==> src/rtl/port_queue_scheduler.sv <==
// -----------------------------------------------------------------------------
// port_queue_scheduler
//   Packet scheduler for one egress port. It keeps a packet count for each
//   priority queue of the port. It picks the next priority to read, using
//   either strict priority or weighted round robin. It issues one grant per
//   packet and does not grant again until the read path reports that packet's
//   EOP. It also returns per-priority full and almost_full flags to the write
//   side.
//
// Ports
//   clk          in   system clock, all logic on the rising edge
//   rst          in   asynchronous, active-low reset
//   sp0_wrr1     in   0 = strict priority, 1 = weighted round robin
//   wrr_weight   in   WRR weight of prio p at [p*WGT_W +: WGT_W] (0 acts as 1)
//   ready        in   downstream can accept a packet of prio p
//   enq_vld      in   one packet for this port was committed to SRAM
//   enq_prio     in   priority of the enqueued packet
//   pkt_done     in   read path sent the EOP of the granted packet
//   gnt_vld      out  1-cycle pulse: read the head packet of gnt_prio
//   gnt_prio     out  granted priority, held until the next grant
//   busy         out  a grant is outstanding
//   full         out  cnt[p] == DEPTH
//   almost_full  out  cnt[p] >= DEPTH - AF_MARGIN
//   enq_drop     out  1-cycle pulse: enqueue rejected because the queue is full
// -----------------------------------------------------------------------------
module port_queue_scheduler #(
    parameter int NUM_PRIO  = 8,
    parameter int PRIO_W    = 3,
    parameter int DEPTH     = 64,
    parameter int CNT_W     = 7,
    parameter int AF_MARGIN = 4,
    parameter int WGT_W     = 4
) (
    input  logic                      clk,
    input  logic                      rst,
    input  logic                      sp0_wrr1,
    input  logic [NUM_PRIO*WGT_W-1:0] wrr_weight,
    input  logic [NUM_PRIO-1:0]       ready,
    input  logic                      enq_vld,
    input  logic [PRIO_W-1:0]         enq_prio,
    input  logic                      pkt_done,
    output logic                      gnt_vld,
    output logic [PRIO_W-1:0]         gnt_prio,
    output logic                      busy,
    output logic [NUM_PRIO-1:0]       full,
    output logic [NUM_PRIO-1:0]       almost_full,
    output logic                      enq_drop
);

    typedef enum logic {
        ST_IDLE = 1'b0,
        ST_BUSY = 1'b1
    } state_t;

    state_t              r_state;
    state_t              w_state_nxt;

    logic [CNT_W-1:0]    r_cnt [NUM_PRIO];
    logic [PRIO_W-1:0]   r_ptr;
    logic [WGT_W:0]      r_credit;
    logic                r_gnt_vld;
    logic [PRIO_W-1:0]   r_gnt_prio;
    logic                r_enq_drop;

    logic [NUM_PRIO-1:0] w_elig;
    logic [NUM_PRIO-1:0] w_inc;
    logic [NUM_PRIO-1:0] w_dec;
    logic [PRIO_W-1:0]   w_sp_sel;
    logic [PRIO_W-1:0]   w_scan_sel;
    logic [PRIO_W-1:0]   w_wrr_sel;
    logic [PRIO_W-1:0]   w_sel;
    logic [WGT_W-1:0]    w_wgt;
    logic [WGT_W-1:0]    w_eff_wgt;
    logic                w_stay;
    logic [PRIO_W-1:0]   w_ptr_nxt;
    logic [WGT_W:0]      w_credit_nxt;
    logic                w_grant;

    // ---------------------------------------------------------------------
    // Queue status derived from the counters
    // ---------------------------------------------------------------------
    always_comb begin
        for (int p = 0; p < NUM_PRIO; p++) begin
            w_elig[p]      = (r_cnt[p] != '0) && ready[p];
            full[p]        = (r_cnt[p] == CNT_W'(DEPTH));
            almost_full[p] = (r_cnt[p] >= CNT_W'(DEPTH - AF_MARGIN));
        end
    end

    // ---------------------------------------------------------------------
    // Strict priority: the lowest eligible index wins. The loop runs
    // downwards so that the last match it assigns is the lowest index.
    // ---------------------------------------------------------------------
    always_comb begin
        // NOTE: every combinational output gets a default before any branch;
        // a path that leaves it unassigned would infer a latch.
        w_sp_sel = '0;
        for (int p = NUM_PRIO - 1; p >= 0; p--) begin
            if (w_elig[p]) begin
                w_sp_sel = PRIO_W'(p);
            end
        end
    end

    // ---------------------------------------------------------------------
    // Weighted round robin.
    // The current pointer keeps the grant while it is eligible and has
    // credit left in its turn. Otherwise the scan starts at ptr+1. The scan
    // ends back at ptr itself, so a sole eligible queue whose turn is used
    // up still gets served, and it starts a fresh turn.
    // ---------------------------------------------------------------------
    always_comb begin
        w_wgt      = wrr_weight[r_ptr*WGT_W +: WGT_W];
        w_eff_wgt  = (w_wgt == '0) ? WGT_W'(1) : w_wgt;
        w_stay     = w_elig[r_ptr] && (r_credit < {1'b0, w_eff_wgt});

        w_scan_sel = r_ptr;
        for (int k = NUM_PRIO; k >= 1; k--) begin
            if (w_elig[(int'(r_ptr) + k) % NUM_PRIO]) begin
                w_scan_sel = PRIO_W'((int'(r_ptr) + k) % NUM_PRIO);
            end
        end

        if (w_stay) begin
            w_wrr_sel    = r_ptr;
            w_ptr_nxt    = r_ptr;
            w_credit_nxt = r_credit + (WGT_W+1)'(1);
        end else begin
            w_wrr_sel    = w_scan_sel;
            w_ptr_nxt    = w_scan_sel;
            w_credit_nxt = (WGT_W+1)'(1);
        end
    end

    // ---------------------------------------------------------------------
    // FSM next-state logic. The mode and the weights only take effect here
    // in IDLE, so they cannot disturb a grant that is already outstanding.
    // ---------------------------------------------------------------------
    always_comb begin
        w_state_nxt = r_state;
        w_grant     = 1'b0;
        w_sel       = sp0_wrr1 ? w_wrr_sel : w_sp_sel;
        case (r_state)
            ST_IDLE: begin
                if (|w_elig) begin
                    w_grant     = 1'b1;
                    w_state_nxt = ST_BUSY;
                end
            end
            ST_BUSY: begin
                if (pkt_done) begin
                    w_state_nxt = ST_IDLE;
                end
            end
            default: w_state_nxt = ST_IDLE;
        endcase
    end

    // ---------------------------------------------------------------------
    // Counter steering. A grant can only pick a queue with a nonzero count,
    // so the decrement never underflows. An enqueue into a full queue is
    // accepted only when a grant on the same queue frees a slot on the same
    // edge.
    // ---------------------------------------------------------------------
    always_comb begin
        for (int p = 0; p < NUM_PRIO; p++) begin
            w_dec[p] = w_grant && (w_sel == PRIO_W'(p));
            w_inc[p] = enq_vld && (enq_prio == PRIO_W'(p)) &&
                       ((r_cnt[p] != CNT_W'(DEPTH)) || w_dec[p]);
        end
    end

    // ---------------------------------------------------------------------
    // Sequential state
    // ---------------------------------------------------------------------
    // NOTE: clocked state is written with non-blocking assignments, so every
    // register samples the values from before the edge.
    always_ff @(posedge clk or negedge rst) begin
        if (!rst) begin
            r_state    <= ST_IDLE;
            r_gnt_vld  <= 1'b0;
            r_gnt_prio <= '0;
            r_enq_drop <= 1'b0;
            r_ptr      <= '0;
            r_credit   <= '0;
            // NOTE: the counter array is built from flops, not from a RAM
            // macro, so it can be and must be cleared by reset.
            for (int p = 0; p < NUM_PRIO; p++) begin
                r_cnt[p] <= '0;
            end
        end else begin
            r_state    <= w_state_nxt;
            r_gnt_vld  <= w_grant;
            r_enq_drop <= enq_vld && full[enq_prio] && !w_dec[enq_prio];
            if (w_grant) begin
                r_gnt_prio <= w_sel;
                if (sp0_wrr1) begin
                    r_ptr    <= w_ptr_nxt;
                    r_credit <= w_credit_nxt;
                end
            end
            for (int p = 0; p < NUM_PRIO; p++) begin
                if (w_inc[p] && !w_dec[p]) begin
                    r_cnt[p] <= r_cnt[p] + CNT_W'(1);
                end else if (w_dec[p] && !w_inc[p]) begin
                    r_cnt[p] <= r_cnt[p] - CNT_W'(1);
                end
            end
        end
    end

    assign gnt_vld  = r_gnt_vld;
    assign gnt_prio = r_gnt_prio;
    assign busy     = (r_state == ST_BUSY);
    assign enq_drop = r_enq_drop;

endmodule

==> config.mk <==
export PLATFORM = sky130hd
export DESIGN_NAME = port_queue_scheduler
export DESIGN_NICKNAME = d
export VERILOG_FILES = /design/src/rtl/port_queue_scheduler.sv
export SDC_FILE = /design/constraint.sdc
export NUM_CORES = 1
export LEC_CHECK = 0
export CORE_MARGIN = 2
export CORE_UTILIZATION = 35
export DETAILED_ROUTE_END_ITERATION = 12
export PLACE_DENSITY = 0.62
export SETUP_SLACK_MARGIN = 0.5
export SLEW_MARGIN = 20
export SYNTH_ARGS = -nofsm -noshare
export SYNTH_HDL_FRONTEND = slang
export SYNTH_SLANG_ARGS = --single-unit
==> constraint.sdc <==
create_clock -name clk -period 7.1 [get_ports clk]
set_input_delay 1.065 -clock clk [delete_from_list [all_inputs] [get_ports clk]]
set_output_delay 1.065 -clock clk [all_outputs]
set_load 0.1 [all_outputs]
==> results of run 1 <==
-- what timing repair did --
item / 4_1_cts / 5_1_grt
resized for setup: 0 / 11
endpoints found under the setup margin: 0 / 10
buffers inserted: 0 / 0
-- report_power, final --
| part | total, µW | internal, µW | switching, µW |
|---|---|---|---|
| combinational | 2930 | 1220 | 1710 |
| clock | 453 | 273 | 180 |
| sequential | 851 | 594 | 257 |
-- per-stage QoR --
stage               cell area, µm²  total power [µW]
finish                        7680              4230
global route                  7680              4610
CTS                           7630              4200
detailed placement            7330              3730
global placement              7330              3690
floorplan                     6420              3100
-- routing by layer --
metal	vias up	part of all wire	GRT usage
li1	2670	-	-
met1	2483	0.49	0.233
met2	101	0.46	0.277
met3	17	0.039	0.0289
met4	0	0.012	0.0484
met5	-	0	0
-- worst max path at each step --
stage	start	endpoint
6_report	wrr_weight[23]	r_cnt[55]
5_1_grt	wrr_weight[23]	r_cnt[55]
4_1_cts	wrr_weight[23]	r_cnt[55]
3_5_place_dp	wrr_weight[23]	r_cnt[55]
3_3_place_gp	wrr_weight[23]	r_cnt[55]
2_1_floorplan	r_cnt[50]	r_cnt[55]
-- flip-flops by register name, indices dropped and copies added, names as in the netlist --
register / cells
gnt_vld: 1
enq_drop: 1
r_credit: 5
r_cnt: 56
busy: 1
gnt_prio: 3
r_ptr: 3
-- area by class of cell --
type | instances | area, µm² | area share
Clock buffer | 11 | 233 | 0.0303
Timing Repair Buffer | 76 | 738 | 0.0961
Multi-Input combinational cell | 557 | 4450 | 0.580
Clock inverter | 5 | 60.1 | 0.00782
Tap cell | 229 | 287 | 0.0373
Inverter | 42 | 158 | 0.0205
Sequential cell | 70 | 1750 | 0.228
-- kinds of logic after synthesis --
kind of cell,share of synthesized area
flip-flops,0.273
multiplexers,0.107
buffers and inverters,0.0421
AND/OR/NAND/NOR,0.140
XOR/XNOR,0.0859
adder cells (fa/ha/maj),0.130
AO/OA/AOI/OAI,0.222
-- placed cells by master (no fill, tap or decap), types with 4 or more instances in the layout --
master and n:
fa_1 8, a211oi_1 6, a31oi_1 6, o21bai_1 16, nor2b_1 8, nand3_1 9, a21oi_1 46, nand2_1 72
and3_1 4, a41o_1 8, and2_1 5, inv_1 41, o21a_1 7, xnor2_1 41, clkdlybuf4s50_1 68, clkbuf_16 9
mux2i_1 20, a21o_1 12, or4_4 7, o22ai_1 4, o21ai_0 46, nor2_1 40, or3_1 11, nor3_1 7
o21ai_4 4, a22o_1 4, xor2_1 22, mux4_2 15, ha_1 52, dfrtp_1 69, buf_4 7, nor4b_1 7
o211ai_1 7, mux2_2 12
-- worst max-delay path, cell delays in order --
cell and delay (ns):
clkdlybuf4s50_1 0.40, mux4_2 0.46, and2_1 0.18, a21oi_2 0.16, ha_1 0.17, nand4b_1 0.14
o221ai_2 0.19, a31oi_1 0.07, a31oi_2 0.27, a21oi_1 0.10, or3_1 0.36, o221a_2 0.34
a211oi_2 0.22, and2_1 0.21, nand2_1 0.10, a2111oi_1 0.44, ha_2 0.31, inv_1 0.11
ha_1 0.34, a21oi_1 0.18, o21bai_1 0.11, a21o_1 0.19, a21oi_1 0.17, xnor2_1 0.14
nor2_1 0.07, xor2_1 0.14
==> run summary, run 1 <==
DIE WIDTH: 139 µm
Top cells by count, synth: nand2_1 (72), dfrtp_1 (70), ha_1 (54), a21oi_1 (47), o21ai_0 (46)
Clock transition at the registers of the reported paths: 0.06 ns
Max VDD drop: 0.317 mV
Clk buf depth: 2
Leakage: 0.00322 µW
Hold crit path type: reg2reg
CTS Hold Bufs: 0
Row Count: 49
Worst Tran Pin Value: 1.01 ns
Worst-skew pair later-pin latency: 0.34 ns
Post-Syn Area: 6420 µm²
First-pass GRT wire length: 26.8 mm
Antenna Diode Count: 0
Final setup viols: 0
Period utilization: 0.902
Crit Path Class: in2reg
Min Tclk post-route: 6.41 ns
Fraction of registers with async set/reset: 1.00
TNS Setup: 0 ns
Core box area: 18000 µm²
Worst EP required: 7.32 ns
Area delta synth->final: 19.6%
R2R Setup Slk: 1.10 ns
Worst hold stages: 1
Hold endpoint: r_cnt[27]
Initial DRC count: 271
Yosys Warn Count: 0
Most used DFF post-synth: dfrtp_1
Max-slew violation count: 0
Gr ovfl total: 0
CP endpoint kind: flop
Largest net degree at the start of global routing: 71
Routed WL: 16.2 mm
Worst hold slack: 0.514 ns
Status: completed
H-Tree Depth: 3
Max-slew headroom: 0.325
Die Area: 19400 µm²
Share of layout cells above drive strength 1: 0.109
TritonCTS Sinks: 70
Final #Nets: 866
Count leader, synth: nand2_1
Initial core utilization: 0.357
Fill cells: 1745
First-pass detailed-route iteration total: 5
DP Cell Count: 974
Count of flip-flops with a built-in enable after synthesis: 0
Vias: 5271
Pre-CTS setup slack: 0.236 ns
Startpoint types: input pin
Top cell type's share of synthesized area: 0.273
Synth unique cells: 67
Vias in the first global route: 5261
FF-to-FF Start: r_ptr[0]
Port-buffer cells: 69
Initial antenna violation count: 0
Min-delay src: r_cnt[27]
Fin util: 0.428
RD Place Congestion: 0.842
DR WL/cell: 16.4 µm
MaxCap Viol Count: 0
Top cells by area, synth: dfrtp_1 (27%), ha_1 (11%), xnor2_1 (5.6%), mux4_2 (5.3%), nand2_1 (4.2%)
Register area share after synthesis: 0.273
Worst Reg-to-Reg Cells: 22
CTS tree: yes
PnR worst setup slack: 0.694 ns
Critical Path AT: 6.63 ns
Cell accounting for the most synthesized area: dfrtp_1
Peak Freq: 0.156 GHz
Syn Area/Cell: 9.24 µm²
GRT Util Overall: 0.170
Hold Violations, Final: 0
TritonCTS Buffers: 9
Final Non-Filler Cells: 990
Root Buffer: clkbuf_16
Power Density: 551 nW/µm²
Clock skew: 0.00815 ns
Yosys reg bits: 70
Detail Placement HPWL: 12.2 mm
Worst r2r dst: r_cnt[55]
I/O pin cnt: 70
DRC violations left: 0
Crit-path max FO: 5
Syn Nets: 805
Setup repair after global routing missed its margin: yes
DR vias/cell: 5.32
Cells after Synth: 695
Die height: 139 µm
Remaining antenna violation count after routing: 0
Power figures use the tool's default switching activity.
==> inputs of run 2 (changes only) <==
--- a/config.mk
+++ b/config.mk
@@ -5,6 +5,7 @@
 export SDC_FILE = /design/constraint.sdc
 export NUM_CORES = 1
 export LEC_CHECK = 0
+export ABC_AREA = 1
 export CORE_MARGIN = 2
 export CORE_UTILIZATION = 35
 export DETAILED_ROUTE_END_ITERATION = 12
==> constraint.sdc (replaced) <==
create_clock -name clk -period 7.22 [get_ports clk]
set_input_delay 1.083 -clock clk [delete_from_list [all_inputs] [get_ports clk]]
set_output_delay 1.083 -clock clk [all_outputs]
set_load 0.1 [all_outputs]
==> run summary, run 2 <==
Cell accounting for the most synthesized area: dfrtp_1
Startpoint types: input pin
Syn Nets: 1019
RD Place Congestion: 0.897
Gr ovfl total: 0
DRC violations left: 0
Share of layout cells above drive strength 1: 0.0711
GRT Util Overall: 0.164
Antenna Diode Count: 0
Min Tclk post-route: 5.45 ns
CP max stage delay: 0.40 ns
Final #Nets: 1089
Worst Tran Pin Value: 1.03 ns
Yosys Warn Count: 0
Port-buffer cells: 69
Detail Placement HPWL: 12.2 mm
Clk buf depth: 2
Worst hold slack: 0.502 ns
Vias in the first global route: 5543
TritonCTS Buffers: 9
Clock transition at the registers of the reported paths: 0.06 ns
Worst r2r dst: r_cnt[41]
Period utilization: 0.754
Post-CTS Setup Bufs: 0
Worst-skew pair later-pin latency: 0.35 ns
Remaining antenna violation count after routing: 0
Peak Freq: 0.184 GHz
Combinational share of power: 0.671
Die Area: 19200 µm²
Syn Area/Cell: 6.96 µm²
Initial core utilization: 0.355
Internal power: 1810 µW
Crit Path Class: in2reg
TNS Setup: 0 ns
Post-Syn Area: 6330 µm²
Max-slew violation count: 0
Most frequent cells in the layout: nand2_1 (155), inv_1 (145), nor2_1 (144), o21ai_0 (82), nand3_1 (74)
TritonCTS Sinks: 70
FF-to-FF Start: r_ptr[1]
Core box area: 17800 µm²
Status: completed
Fraction of registers with async set/reset: 1.00
Worst Reg-to-Reg Cells: 31
Power Density: 517 nW/µm²
Root Buffer: clkbuf_16
Top cells by area, synth: dfrtp_1 (28%), ha_1 (11%), nand2_1 (9.2%), inv_1 (8.6%), nor2_1 (8.5%)
Cells after Synth: 909
Setup repair after global routing missed its margin: no
PnR worst setup slack: 1.77 ns
CP endpoint kind: flop
Routed WL: 15.4 mm
Pre-CTS setup slack: 1.39 ns
Most used DFF post-synth: dfrtp_1
Clock skew: 0.0102 ns
Yosys reg bits: 70
Final setup viols: 0
Max VDD drop: 0.282 mV
Register share of total power: 0.195
Synth unique cells: 42
Max reg flops: 56
Worst hold stages: 1
Critical Path AT: 5.68 ns
Top Registers: r_cnt (56), r_credit (5)
R2R Setup Slk: 1.89 ns
Initial DRC count: 287
I/O pin cnt: 70
Hold endpoint: r_cnt[42]
Switching Power: 2100 µW
Commonest non-fill, non-tap cell in the layout: nand2_1
First-pass GRT wire length: 26.3 mm
DR vias/cell: 4.86
H-Tree Depth: 3
Cts repair resizes: 0
Final Non-Filler Cells: 1213
Top cells by count, synth: nand2_1 (155), inv_1 (145), nor2_1 (144), o21ai_0 (82), nand3_1 (74)
First-pass detailed-route iteration total: 5
Row Count: 49
Die height: 138 µm
Reg with most FFs: r_cnt
Top cell type's share of synthesized area: 0.277
Count of flip-flops with a built-in enable after synthesis: 0
Leakage: 0.00374 µW
Initial antenna violation count: 0
Max-slew headroom: 0.312
Worst EP required: 7.46 ns
DP Cell Count: 1197
Clock power frac: 0.134
Largest net degree at the start of global routing: 71
CTS tree: yes
Area delta synth->final: 19.7%
DR WL/cell: 12.7 µm
Count leader, synth: nand2_1
Top cell by count, worst path: nor2_1
MaxCap Viol Count: 0
CP max-delay cell: clkdlybuf4s50_1
Crit-path max FO: 9
DIE WIDTH: 138 µm
Vias: 5893
Sw frac: 0.537
Min-delay src: r_cnt[42]
CTS Hold Bufs: 0
Crit. Startpoint: wrr_weight[26]
Hold Violations, Final: 0
Hold crit path type: reg2reg
Register area share after synthesis: 0.277
[run 2: routing by layer]
layer,share of wire,GRT usage,up-vias,routed length (µm)
li1,-,-,3114,-
met1,0.49,0.224,2668,7530
met2,0.45,0.266,95,6970
met3,0.042,0.0315,16,648
met4,0.014,0.0467,0,221
met5,0,0,-,0
[run 2: worst max-delay path by stage]
stage / slack [ns] / end
floorplan: 1.56 / r_cnt[34]
global placement: 1.52 / r_cnt[34]
detailed placement: 1.39 / r_cnt[34]
CTS: 1.77 / r_cnt[34]
global route: 1.21 / r_cnt[6]
finish: 1.77 / r_cnt[41]
[run 2: power by group through the flow]
stage	clock network, µW	registers (µW)	logic [µW]
2_1_floorplan	0	819	2060
5_1_grt	555	797	2990
4_1_cts	537	765	2640
6_report	524	765	2630
3_5_place_dp	0	770	2620
3_3_place_gp	0	769	2600
[run 2: cell type report]
class                      count  area, µm²
multi-input combinational    673       3910
clock inverter                 6        109
sequential                    70       1750
fill                        1825      10300
tap                          229        287
clock buffer                  10        239
inverter                     155        587
timing repair buffer          70        696
[run 2: metrics by stage]
stage | area, µm² | util | power [µW]
6_report | 7570 | 0.425 | 3920
5_1_grt | 7570 | 0.425 | 4350
4_1_cts | 7570 | 0.425 | 3940
3_5_place_dp | 7230 | 0.405 | 3390
3_3_place_gp | 7230 | 0.405 | 3370
2_1_floorplan | 6330 | - | 2880
[run 2: cells by family after synthesis]
| family | share of synthesized area |
|---|---|
| XOR/XNOR | 0.0318 |
| AND/OR/NAND/NOR | 0.298 |
| buffers and inverters | 0.106 |
| adder cells (fa/ha/maj) | 0.132 |
| flip-flops | 0.277 |
| AO/OA/AOI/OAI | 0.156 |
[run 2: worst max-delay path, delay by kind of cell]
family,cells,cell delay [ns]
AND/OR/NAND/NOR,16,1.65
XOR/XNOR,1,0.15
adder cells (fa/ha/maj),3,0.83
AO/OA/AOI/OAI,6,1.17
buffers and inverters,6,0.78
==> inputs of run 3 (changes only) <==
--- a/config.mk
+++ b/config.mk
@@ -9,7 +9,7 @@
 export CORE_MARGIN = 2
 export CORE_UTILIZATION = 35
 export DETAILED_ROUTE_END_ITERATION = 12
-export PLACE_DENSITY = 0.62
+export PLACE_DENSITY = 0.64
 export SETUP_SLACK_MARGIN = 0.5
 export SLEW_MARGIN = 20
 export SYNTH_ARGS = -nofsm -noshare
==> constraint.sdc (replaced) <==
create_clock -name clk -period 4.9 [get_ports clk]
set_input_delay 0.735 -clock clk [delete_from_list [all_inputs] [get_ports clk]]
set_output_delay 0.735 -clock clk [all_outputs]
set_load 0.1 [all_outputs]
==> run summary, run 3 (synthesis gave the netlist of run 2 again) <==
CTS Hold Bufs: 0
Most frequent cells in the layout: nand2_1 (145), inv_1 (131), nor2_1 (126), buf_4 (96), nand3_1 (71)
Routed WL: 17.5 mm
DRC violations left: 0
Critical Path AT: 4.79 ns
Sequential cell area: 1760 µm²
Fin util: 0.501
Met2 Track Usage GR: 0.295
Power Density: 782 nW/µm²
Hold endpoint: r_cnt[29]
TritonCTS Buffers: 9
FF-to-FF Start: r_ptr[0]
Top Registers: r_cnt (56), r_credit (5)
Reg with most FFs: r_cnt
Worst hold slack: 0.522 ns
Initial core utilization: 0.355
DP Cell Count: 1271
Antenna Diode Count: 0
I/O pin cnt: 70
Largest net degree at the start of global routing: 71
Worst r2r dst: r_cnt[48]
TritonCTS Sinks: 70
R2R Setup Slk: 0.36 ns
Hold crit path type: reg2reg
Clock skew: 0.00583 ns
CTS tree: yes
Final Non-Filler Cells: 1314
Leakage: 0.00430 µW
Clk buf depth: 2
Multi-input gate area: 4540 µm²
H-Tree Depth: 3
Core box area: 17800 µm²
Detail Placement HPWL: 12.8 mm
Status: completed
Vias: 6426
Die height: 138 µm
Final setup viols: 0
GRT Util Overall: 0.179
Worst hold stages: 2
Pre-CTS setup slack: -0.277 ns
Worst Reg-to-Reg Cells: 29
RD Place Congestion: 0.863
Vias in the first global route: 6091
First-pass detailed-route iteration total: 6
First-pass GRT wire length: 28.5 mm
GR peak layer: met2
Peak Freq: 0.219 GHz
Max-slew violation count: 0
Dpl cell area: 7830 µm²
Initial antenna violation count: 0
Max VDD drop: 0.441 mV
DIE WIDTH: 138 µm
Gr ovfl total: 0
Share of layout cells above drive strength 1: 0.264
Final #Nets: 1190
CP endpoint kind: flop
Root Buffer: clkbuf_16
Max-slew headroom: 0.347
Met1 Usage GRT: 0.242
Min-delay src: r_cnt[29]
Row Count: 49
Worst Tran Pin Value: 0.976 ns
Area delta synth->final: 41.4%
Fill cells: 1684
Max reg flops: 56
DR WL/cell: 13.3 µm
Startpoint types: input pin
Min Tclk post-route: 4.56 ns
M3 GR Usage: 0.0281
PnR worst setup slack: 0.338 ns
Post-route cell area: 8950 µm²
Die Area: 19200 µm²
Worst-skew pair later-pin latency: 0.34 ns
Clock transition at the registers of the reported paths: 0.06 ns
Hold Violations, Final: 0
Remaining antenna violation count after routing: 0
DR vias/cell: 4.89
MaxCap Viol Count: 0
Port-buffer cells: 69
Crit-path max FO: 6
Crit Path Class: in2reg
Worst EP required: 5.13 ns
Setup repair after global routing missed its margin: yes
Initial DRC count: 409
Period utilization: 0.931
Commonest non-fill, non-tap cell in the layout: nand2_1
## run 3: final cells by class
cell class,instances,share of cell area
multi-input cells,673,0.508
flip-flops and latches,70,0.196
repair buffers,171,0.163
inverters,155,0.0680
well taps,229,0.0320
clock buffers,10,0.0256
clock inverters,6,0.00699
## run 3: how the worst max path moves through the flow
stage,start,slack (ns),endpoint
finish,wrr_weight[27],0.34,r_cnt[48]
global route,r_ptr[0],0.07,r_cnt[19]
CTS,r_ptr[2],0.38,r_cnt[41]
detailed placement,wrr_weight[26],-0.28,r_cnt[41]
global placement,wrr_weight[26],-0.20,r_cnt[41]
floorplan,wrr_weight[26],0.53,r_cnt[34]
## run 3: routing by layer
metal  wire length [µm]  up-vias
met1               7960     2977
met5                  0        -
met3                691       22
met4                283        0
met2               8590      121
li1                   -     3306
## run 3: worst max-delay path, stage by stage
cell             delay, ns
clkdlybuf4s50_1       0.47
o21ai_2               0.07
o22ai_2               0.24
nor2_4                0.08
ha_4                  0.23
a211oi_4              0.28
nand3_4               0.17
nand2_2               0.11
inv_2                 0.04
nand2_4               0.07
nand3_4               0.09
a21oi_4               0.19
buf_6                 0.13
nand2_4               0.05
a211oi_2              0.23
ha_2                  0.24
inv_4                 0.06
ha_4                  0.28
inv_4                 0.04
o31ai_4               0.25
inv_1                 0.08
nor2_2                0.13
nor2_1                0.05
nor2_1                0.13
nor2_1                0.05
nand2_1               0.07
nand3_2               0.07
xor2_1                0.15
## run 3: report_power, final
group / internal, µW / total [µW] / switching [µW]
clock network: 392 / 649 / 257
registers: 870 / 1170 / 296
logic: 2090 / 5180 / 3090
## run 3: per-stage QoR
stage	total power, µW	setup TNS [ns]
2_1_floorplan	4270	0
3_3_place_gp	5390	-1.42
3_5_place_dp	5450	-2.58
4_1_cts	6480	0
5_1_grt	7670	0
6_report	6990	0
## run 3: what timing repair did
action / CTS / global route
cloned: 0 / 0
pin swaps: 55 / 56
setup buffers: 17 / 10
setup endpoints to repair: 27 / 33
resized for setup: 82 / 93
